### src/rtl/niosqs_oci_dct_pkg.sv
// Shared constants and types for the OCI direct-compressed-trace controller.
package niosqs_oci_dct_pkg;

  localparam int CODE_W  = 2;
  localparam int SLOTS   = 15;
  localparam int BUF_W   = CODE_W * SLOTS;
  localparam int CNT_W   = $clog2(SLOTS + 1);
  localparam int FRAME_W = CNT_W + BUF_W;
  localparam int DROP_W  = 8;

  typedef enum logic {
    E_IDLE  = 1'b0,
    E_VALID = 1'b1
  } emit_state_e;

  // Frame payload as seen by the trace sink: count in the top bits.
  typedef struct packed {
    logic [CNT_W-1:0] cnt;
    logic [BUF_W-1:0] data;
  } frame_t;

  // Incoming trace code (cannot be stalled).
  typedef struct packed {
    logic              valid;
    logic [CODE_W-1:0] code;
  } code_req_t;

  function automatic logic [DROP_W-1:0] sat_inc(input logic [DROP_W-1:0] v);
    return (v == {DROP_W{1'b1}}) ? v : v + DROP_W'(1);
  endfunction

endpackage

### src/rtl/niosqs_nios2_qsys_0_oci_dct_bank.sv
// One trace bank: packs codes LSB-first, tracks how many slots are used.
module niosqs_nios2_qsys_0_oci_dct_bank
  import niosqs_oci_dct_pkg::*;
(
  input  logic              clk,
  input  logic              reset_n,
  input  logic              clear,
  input  logic              load,
  input  logic [BUF_W-1:0]  load_data,
  input  logic [CNT_W-1:0]  load_cnt,
  input  logic              append,
  input  logic [CODE_W-1:0] code,
  output logic [BUF_W-1:0]  bank_data,
  output logic [CNT_W-1:0]  bank_cnt
);

  // Clear wins over load, load over append; append writes slot bank_cnt.
  always_ff @(posedge clk or negedge reset_n) begin
    if (!reset_n) begin
      bank_data <= '0;
      bank_cnt  <= '0;
    end else if (clear) begin
      bank_data <= '0;
      bank_cnt  <= '0;
    end else if (load) begin
      bank_data <= load_data;
      bank_cnt  <= load_cnt;
    end else if (append && (bank_cnt < CNT_W'(SLOTS))) begin
      for (int s = 0; s < SLOTS; s++) begin
        if (bank_cnt == CNT_W'(s)) bank_data[s*CODE_W +: CODE_W] <= code;
      end
      bank_cnt <= bank_cnt + CNT_W'(1);
    end
  end

endmodule

### src/rtl/niosqs_nios2_qsys_0_oci_dct_ctrl.sv
// Ping-pong DCT packer: one bank fills while the other is offered as a frame.
module niosqs_nios2_qsys_0_oci_dct_ctrl
  import niosqs_oci_dct_pkg::*;
(
  input  logic               clk,
  input  logic               reset_n,
  input  logic               code_valid,
  input  logic [CODE_W-1:0]  code,
  input  logic               flush,
  output logic               frame_valid,
  output logic [FRAME_W-1:0] frame_data,
  input  logic               frame_ready,
  output logic [BUF_W-1:0]   dct_buffer,
  output logic [CNT_W-1:0]   dct_count,
  output logic               overflow,
  output logic [DROP_W-1:0]  drop_count,
  input  logic               ovf_clr
);

  localparam int NBANK = 2;

  logic                         sel;        // fill bank index, 0 = A
  logic                         flush_pend;
  emit_state_e                  state, state_nxt;
  code_req_t                    req;

  logic [NBANK-1:0][BUF_W-1:0]  bank_data;
  logic [NBANK-1:0][CNT_W-1:0]  bank_cnt;
  logic [NBANK-1:0]             bank_clear;
  logic [NBANK-1:0]             bank_append;

  logic [CNT_W-1:0]             fill_cnt;
  logic [CNT_W-1:0]             next_cnt;
  logic                         accept, drop, emit_free, handoff;
  frame_t                       emit_frame;

  assign req       = '{valid: code_valid, code: code};
  assign fill_cnt  = bank_cnt[sel];
  assign accept    = req.valid && (fill_cnt < CNT_W'(SLOTS));
  assign drop      = req.valid && !accept;
  assign next_cnt  = fill_cnt + CNT_W'(accept);
  assign emit_free = (state == E_IDLE) || frame_ready;
  // A bank is handed off when it is full or a flush is outstanding, and
  // only when the emit side can take it this cycle.
  assign handoff   = emit_free &&
                     ((next_cnt == CNT_W'(SLOTS)) ||
                      ((flush || flush_pend) && (next_cnt != '0)));

  // Fill bank appends; the outgoing emit bank becomes the new fill bank
  // and is zeroed on handoff. The parallel-load path is unused here.
  for (genvar g = 0; g < NBANK; g++) begin : g_bank
    assign bank_append[g] = accept  && (sel == 1'(g));
    assign bank_clear[g]  = handoff && (sel != 1'(g));

    niosqs_nios2_qsys_0_oci_dct_bank u_bank (
      .clk       (clk),
      .reset_n   (reset_n),
      .clear     (bank_clear[g]),
      .load      (1'b0),
      .load_data ('0),
      .load_cnt  ('0),
      .append    (bank_append[g]),
      .code      (req.code),
      .bank_data (bank_data[g]),
      .bank_cnt  (bank_cnt[g])
    );
  end

  // Emit FSM state register.
  always_ff @(posedge clk or negedge reset_n) begin
    if (!reset_n) state <= E_IDLE;
    else          state <= state_nxt;
  end

  // Emit FSM next state: a handoff always (re)arms the frame, a plain
  // transfer drops back to idle.
  always_comb begin
    state_nxt = state;
    if (handoff)                              state_nxt = E_VALID;
    else if (state == E_VALID && frame_ready) state_nxt = E_IDLE;
  end

  // Bank select and deferred flush tracking.
  always_ff @(posedge clk or negedge reset_n) begin
    if (!reset_n) begin
      sel        <= 1'b0;
      flush_pend <= 1'b0;
    end else begin
      if (handoff) sel <= ~sel;
      if (handoff)                          flush_pend <= 1'b0;
      else if (flush && (next_cnt != '0))   flush_pend <= 1'b1;
    end
  end

  // Sticky overflow and saturating drop counter; a drop beats a clear.
  always_ff @(posedge clk or negedge reset_n) begin
    if (!reset_n) begin
      overflow   <= 1'b0;
      drop_count <= '0;
    end else if (drop) begin
      overflow   <= 1'b1;
      drop_count <= ovf_clr ? DROP_W'(1) : sat_inc(drop_count);
    end else if (ovf_clr) begin
      overflow   <= 1'b0;
      drop_count <= '0;
    end
  end

  // Output muxes: live fill bank for the monitor, emit bank for the sink.
  always_comb begin
    emit_frame.cnt  = bank_cnt[~sel];
    emit_frame.data = bank_data[~sel];
    frame_valid     = (state == E_VALID);
    frame_data      = frame_valid ? emit_frame : '0;
    dct_buffer      = bank_data[sel];
    dct_count       = bank_cnt[sel];
  end

endmodule

### config.mk
export PLATFORM = sky130hd
export DESIGN_NAME = niosqs_nios2_qsys_0_oci_dct_ctrl
export DESIGN_NICKNAME = d
export VERILOG_FILES = /design/src/rtl/niosqs_oci_dct_pkg.sv /design/src/rtl/niosqs_nios2_qsys_0_oci_dct_bank.sv /design/src/rtl/niosqs_nios2_qsys_0_oci_dct_ctrl.sv
export SDC_FILE = /design/constraint.sdc
export NUM_CORES = 1
export LEC_CHECK = 0
export ABC_AREA = 1
export CORE_MARGIN = 3
export CORE_UTILIZATION = 45
export CTS_CLUSTER_DIAMETER = 30
export CTS_CLUSTER_SIZE = 40
export DETAILED_ROUTE_END_ITERATION = 8
export PLACE_DENSITY = 0.68
export SLEW_MARGIN = 5
export SYNTH_ARGS = -nofsm -noshare
export SYNTH_HDL_FRONTEND = slang
export SYNTH_SLANG_ARGS = --single-unit
export TNS_END_PERCENT = 10
### constraint.sdc
create_clock -name clk -period 4.3 [get_ports clk]
set_input_delay 0.86 -clock clk [delete_from_list [all_inputs] [get_ports clk]]
set_output_delay 0.86 -clock clk [all_outputs]
set_load 0.03 [all_outputs]
==> impl_results.md, run 1 <==
- Outcome: completed
- DRT Wirelength: roughly 15 mm
- CTS sink cnt: 80
- Final Skew: 0.00724 ns
- CTS buffer count: 9
- Slew margin rel.: 21.7%
- Actual slew at the worst max-slew pin: 1.17 ns
- Post-CTS resize count: 0
- Gpl congestion: 0.845
- Vias: 5037
- ANT nets after route: 0
- Grt peak-use layer: met2
- Power, Total: 4.12 mW
- Synth unique cells: 30
- Post-synthesis simple-gate area fraction: a little over two fifths
- Most frequent cells in the layout: nand2_1 (210), nand3_1 (144), nor2_1 (85)
- CP Capture Type: output pin
- WL per Instance: ~16 um
- Die Ht: 112 um
- HPWL Detailed: 10.6 mm
- Crit share post-route: 82.3%
- Hold Path Depth: 2
- Post-Syn Instances: 730
- DRC errors left: 0
- Number of global-route vias before repair: 4935
- Layout area overhead: 22.7%
- Core region area: about 11000 um^2
- CP Max Fanout: 36
- Core Rows: 38
- Post-synth design cell area: 5080 um^2
- Hold path endpoint: overflow$_DFFE_PN0P_
- Reg clk slew, reported paths: roughly 0.060 ns
- Hold WC Path Type: register to register
- Crit path DAT: approximately 2.7 ns
- CTS Root Cell: clkbuf_16
- Final Max Slew Viols: 0
- F_max: roughly 280 MHz
- Vias per inst: approximately 5.4
- Full die area: 12600 um^2
- RSZ-0062 raised after global routing: no
- Commonest non-fill, non-tap cell in the layout: nand2_1
- PortBufs: 85
- M3 GR Usage: 3.72%
- Layout cells sized above 1: between 7 and 8%
- # diodes: 0
- Compound-Gate Fraction of Synth Area: 6.13%
- Die W: 112 um
- Max_cap viols: 0
- Largest family of logic cells by synthesized area: simple AND/OR/NAND/NOR gates
- Hold-fix buffers, CTS: 0
- Seq/Total Area, Yosys: 39.4%
- Mux share of post-synthesis cell area: 0%
- Avg Cell Area, Syn: 6.96 um^2
- Leak: 3.06 nW
- CTS tree: yes
- Yosys synthesis warning count: 0
- Power Dens Cells: 661 nW/um^2
- R2r worst-path depth: 17
- VDD IR-drop max: 0.402 mV
- Met1 Use GR: roughly a third
- Final net count: 810
- Max H-tree Level: 3
- WS Path Type: register to output pin
- Min cycle time layout: 3.54 ns
- Initial Utilization: 46.5%
- Post-synthesis register bit count: 80
- Post-CTS setup buffers: 0
- # IOs: 86
- Setup Viol. Count Final: 0
- Hold path startpoint: overflow$_DFFE_PN0P_
- Required @ worst endpoint: about 3.4 ns
- Largest net degree at the start of global routing: 81
- Clk_lat worst skew: 0.34 ns
- Critical R2R Capture: g_bank[1].u_bank.bank_data[7]$_DFFE_PN0P_
- DRT Pass-1 Iters: 5
- Final hold violation count: 0
- Initial drt markers: 428
- Synth Area in Adders: under 10%
- Global route total overflow: 0
- GRT Total Usage: between 20% and 30%
- Global-route wire length before repair: 24.6 mm
- RR Startpoint: sel$_DFFE_PN0N_
- Synth Area in XOR/XNOR: 0.345%
- CTS max path bufs: 2
- Fin Setup TNS: 0 ns
- Initial antenna violation count: 0
- GR Util met2: 41.4%
- FF-to-FF setup slack: between 0.8 and 0.9 ns
- Crit start category: register
- Syn_nets: 749
-- routing by layer --
layer  vias up  routed length, um
met4         0                302
met1      2399               6400
met3        22                590
met5         -                  0
met2       123               7490
li1       2493                  -
-- power breakdown --
part / switching (mW) / leakage [nW] / total [mW] / internal [mW]
Clock: 0.294 / 0.150 / 0.774 / 0.480
Sequential: 0.204 / 1.10 / 1.08 / 0.875
Combinational: 1.52 / 1.81 / 2.26 / 0.743
Total: 2.02 / 3.06 / 4.12 / 2.10
-- metrics by stage --
| step | cell area, um^2 | util (%) | setup slack [ns] | std cells | hold WS [ns] |
|---|---|---|---|---|---|
| after floorplan | 5080 | - | 1.53 | 730 | 0.466 |
| after global placement | 5930 | 54.2 | 0.772 | 920 | 0.470 |
| after detailed placement | 5930 | 54.2 | 0.677 | 920 | 0.493 |
| after CTS | 6230 | 57.0 | 0.783 | 936 | 0.512 |
| after global routing | 6230 | 57.0 | 0.606 | 936 | 0.523 |
| final | 6230 | 57.0 | 0.762 | 936 | 0.506 |
-- state kept, by name, summed over array words and instances (netlist names) --
name / count
sel: 1
frame_valid: 1
drop_count: 8
flush_pend: 1
overflow: 1
g_bank.u_bank.bank_cnt: 8
g_bank.u_bank.bank_data: 60
-- synth_stat cells --
master	instances	share of area (%)
or2_2	1	0.12
nand3b_1	1	0.15
nand2_4	5	1.1
nand2_1	210	16
clkinv_1	1	0.074
dfrtp_1	80	39
nor2_1	85	6.3
a21oi_1	14	1.4
nand4_2	1	0.25
nor3_1	16	1.6
inv_2	10	0.74
o211ai_1	1	0.15
buf_2	10	0.99
inv_1	40	3.0
o21ai_2	1	0.17
buf_6	8	1.8
xor2_1	2	0.34
buf_1	2	0.15
nand4_1	4	0.49
nor2_4	7	1.6
nand2_2	6	0.74
nand4_4	2	0.84
nor2_2	1	0.12
nand3_1	144	14
buf_4	1	0.15
clkbuf_1	20	1.5
ha_1	11	2.7
o21ai_0	43	4.2
inv_6	1	0.17
o21ai_1	2	0.20
-- how the worst max path moves through the flow --
| stage | start | end | slack (ns) | cells after the start |
|---|---|---|---|---|
| 5_1_grt | frame_valid$_DFFE_PN0P_ | frame_data[33] | 0.61 | 3 |
| 2_1_floorplan | sel$_DFFE_PN0N_ | g_bank[1].u_bank.bank_data[0]$_DFFE_PN0P_ | 1.53 | 19 |
| 4_1_cts | frame_valid$_DFFE_PN0P_ | frame_data[32] | 0.78 | 3 |
| 6_report | frame_valid$_DFFE_PN0P_ | frame_data[32] | 0.76 | 3 |
| 3_5_place_dp | code_valid | g_bank[1].u_bank.bank_data[4]$_DFFE_PN0P_ | 0.68 | 12 |
| 3_3_place_gp | code_valid | g_bank[1].u_bank.bank_data[11]$_DFFE_PN0P_ | 0.77 | 12 |
-- worst max-delay path, cell delays in order (launching register included) --
cell             delay [ns]
dfrtp_1                1.12
o21ai_0                0.20
a21oi_1                0.29
clkdlybuf4s50_1        0.73
-- cells by family (layout without fill, tap and decap cells) --
logic type,Yosys count,after routing
buf+inv,93,159
flops,80,80
fa+ha+maj,11,11
compound gates,61,61
simple gates,483,483
xor+xnor,2,2
-- area by class of cell --
class | instances | area [um^2]
clock inverters | 3 | 40.0
fillers | 1045 | 4700
well taps | 140 | 175
repair buffers | 91 | 906
multi-input cells | 557 | 2650
clock buffers | 13 | 260
flip-flops and latches | 80 | 2000
inverters | 52 | 200
Power figures use the tool's default switching activity.
==> run 2: changes to the inputs <==
--- a/config.mk
+++ b/config.mk
@@ -11,7 +11,7 @@
 export CTS_CLUSTER_DIAMETER = 30
 export CTS_CLUSTER_SIZE = 40
 export DETAILED_ROUTE_END_ITERATION = 8
-export PLACE_DENSITY = 0.68
+export PLACE_DENSITY = 0.71
 export SLEW_MARGIN = 5
 export SYNTH_ARGS = -nofsm -noshare
 export SYNTH_HDL_FRONTEND = slang
==> constraint.sdc (replaced) <==
create_clock -name clk -period 3 [get_ports clk]
set_input_delay 0.6 -clock clk [delete_from_list [all_inputs] [get_ports clk]]
set_output_delay 0.6 -clock clk [all_outputs]
set_load 0.03 [all_outputs]
==> run 2 against run 1 <==
Combinational power up 63%. Clock skew down 0.0012 ns. Critical path depth up 3. Worst hold slack worse by 0.23 ns. Sequential cell count unchanged. Count of clock-buffer cells in the layout down 3. Total power up 55%. Sequential share of layout area down 1.2 points. Critical endpoint is now frame_data[31].
==> impl_results.md, run 2 (synthesis gave the netlist of run 1 again) <==
- Most frequent cells in the layout: nand2_1 (210), nand3_1 (144), nor2_1 (84)
- VDD IR-drop max: 0.486 mV
- Setup Viol. Count Final: 0
- CTS Root Cell: clkbuf_16
- Fin Setup TNS: 0 ns
- Full die area: between 10000 and 15000 um^2
- Commonest non-fill, non-tap cell in the layout: nand2_1
- HPWL Detailed: 10.9 mm
- Fin cells: 954
- Crit start category: register
- Dpl cells: 935
- Final Max Slew Viols: 0
- DRC errors left: 0
- ANT nets after route: 0
- Max H-tree Level: 3
- Gpl congestion: 0.908
- Clk_lat worst skew: around 0.34 ns
- Worst Setup SP: sel$_DFFE_PN0N_
- Biggest regs: g_bank.u_bank.bank_data x60, drop_count x8, g_bank.u_bank.bank_cnt x8
- Outcome: completed
- CTS buffer count: 9
- DRT Wirelength: 15.0 mm
- Initial antenna violation count: 0
- CP Capture Type: output pin
- FF-to-FF setup slack: about 0.18 ns
- Critical R2R Capture: g_bank[0].u_bank.bank_data[17]$_DFFE_PN0P_
- CTS tree: yes
- Die W: about 110 um
- Vias: roughly 5000
- GRT Total Usage: 24.4%
- Crit path DAT: 2.33 ns
- Global-route wire length before repair: 24.9 mm
- Max_cap viols: 0
- Core region area: 10900 um^2
- PortBufs: 85
- Max reg flops: 60
- Required @ worst endpoint: 2.40 ns
- RR Startpoint: sel$_DFFE_PN0N_
- Vias per inst: 5.36
- Min cycle time layout: 2.93 ns
- WL per Instance: 15.7 um
- Slew margin rel.: between 50 and 60%
- Initial drt markers: 367
- F_max: roughly 340 MHz
- Reg clk slew, reported paths: 0.06 ns
- Number of global-route vias before repair: 4979
- Final hold violation count: 0
- # IOs: 86
- Power Dens Cells: 984 nW/um^2
- Final Skew: between 0.006 and 0.007 ns
- CTS sink cnt: 80
- Hold WC Path Type: input pin to async pin
- Net Sw Power: 3.04 mW
- Combinational power share: roughly 58%
- Largest Register: g_bank.u_bank.bank_data
- Sequential share of power: 22.7%
- DRT Pass-1 Iters: 5
- Core Rows: 38
- Actual slew at the worst max-slew pin: 0.634 ns
- Fill cells: approximately 1000
- Die Ht: about 110 um
- Largest net degree at the start of global routing: 49
- CP Max Fanout: 21
- CTS max path bufs: 2
- Core Util, Final: 59.2%
- Global route total overflow: 0
- Final net count: 829
- Initial Utilization: 46.5%
- Setup crit end: frame_data[31]
- # diodes: 0
- WS Path Type: register to output pin
- Leak: 3.23 nW
- Power share of the clock group: 19.6%
- Int Pwr: 3.33 mW
- Power, Total: ~6.4 mW
- Crit share post-route: between 90% and 100%
- Min Hold Slack: 0.273 ns
- Sw frac: 47.7%
- Layout area overhead: 27.5%
- R2r worst-path depth: 16
- Layout cells sized above 1: 9.58%
- RSZ-0062 raised after global routing: no
-- run 2: timing repair --
item | 4_1_cts | 5_1_grt
resized for setup | 0 | 9
hold buffers | 0 | 0
endpoints found under the setup margin | 0 | 78
buffers inserted | 0 | 4
-- run 2: power groups by stage --
stage               Sequential, mW  Combinational [mW]  Clock [mW]
finish                        1.44                3.68        1.25
global route                  1.46                3.98        1.31
CTS                           1.45                3.58        1.26
detailed placement            1.47                3.56           0
global placement              1.46                3.50           0
floorplan                     1.41                2.44           0
-- run 2: layout make-up --
class | count | area, um^2 | area share, %
Tap cell | 140 | 175 | 2.70
Sequential cell | 80 | 2000 | 30.9
Multi-Input combinational cell | 557 | 2660 | 41.1
Inverter | 52 | 200 | 3.09
Clock buffer | 10 | 229 | 3.53
Timing Repair Buffer | 110 | 1100 | 17.0
Clock inverter | 5 | 106 | 1.64
-- run 2: how the worst min path moves through the flow --
| stage | end | slack (ns) | cells after the start |
|---|---|---|---|
| floorplan | drop_count[0]$_DFFE_PN0P_ | 0.30 | 0 |
| global placement | overflow$_DFFE_PN0P_ | 0.47 | 2 |
| detailed placement | overflow$_DFFE_PN0P_ | 0.47 | 2 |
| CTS | g_bank[0].u_bank.bank_data[11]$_DFFE_PN0P_ | 0.30 | 1 |
| global route | g_bank[0].u_bank.bank_data[11]$_DFFE_PN0P_ | 0.33 | 1 |
| finish | g_bank[0].u_bank.bank_data[11]$_DFFE_PN0P_ | 0.27 | 1 |
-- run 2: per-stage QoR --
stage	worst slack (ns)	cell area (um^2)
2_1_floorplan	0.226	5080
3_3_place_gp	0.137	6080
3_5_place_dp	0.0324	6080
4_1_cts	0.0328	6420
5_1_grt	0.00435	6480
6_report	0.0683	6480
-- run 2: routing by layer --
metal	part of all wire (%)	GRT usage, %
met1	44	32.7
met4	2.1	7.21
met5	0	0
met2	49	40.8
met3	4.8	3.94
-- run 2: critical path, stage by stage, from the launching register on --
cell and delay, ns:
dfrtp_2 0.44, clkbuf_4 0.20, buf_4 0.12, buf_4 0.22, o21ai_0 0.11, a21oi_1 0.20, clkdlybuf4s50_1 0.71
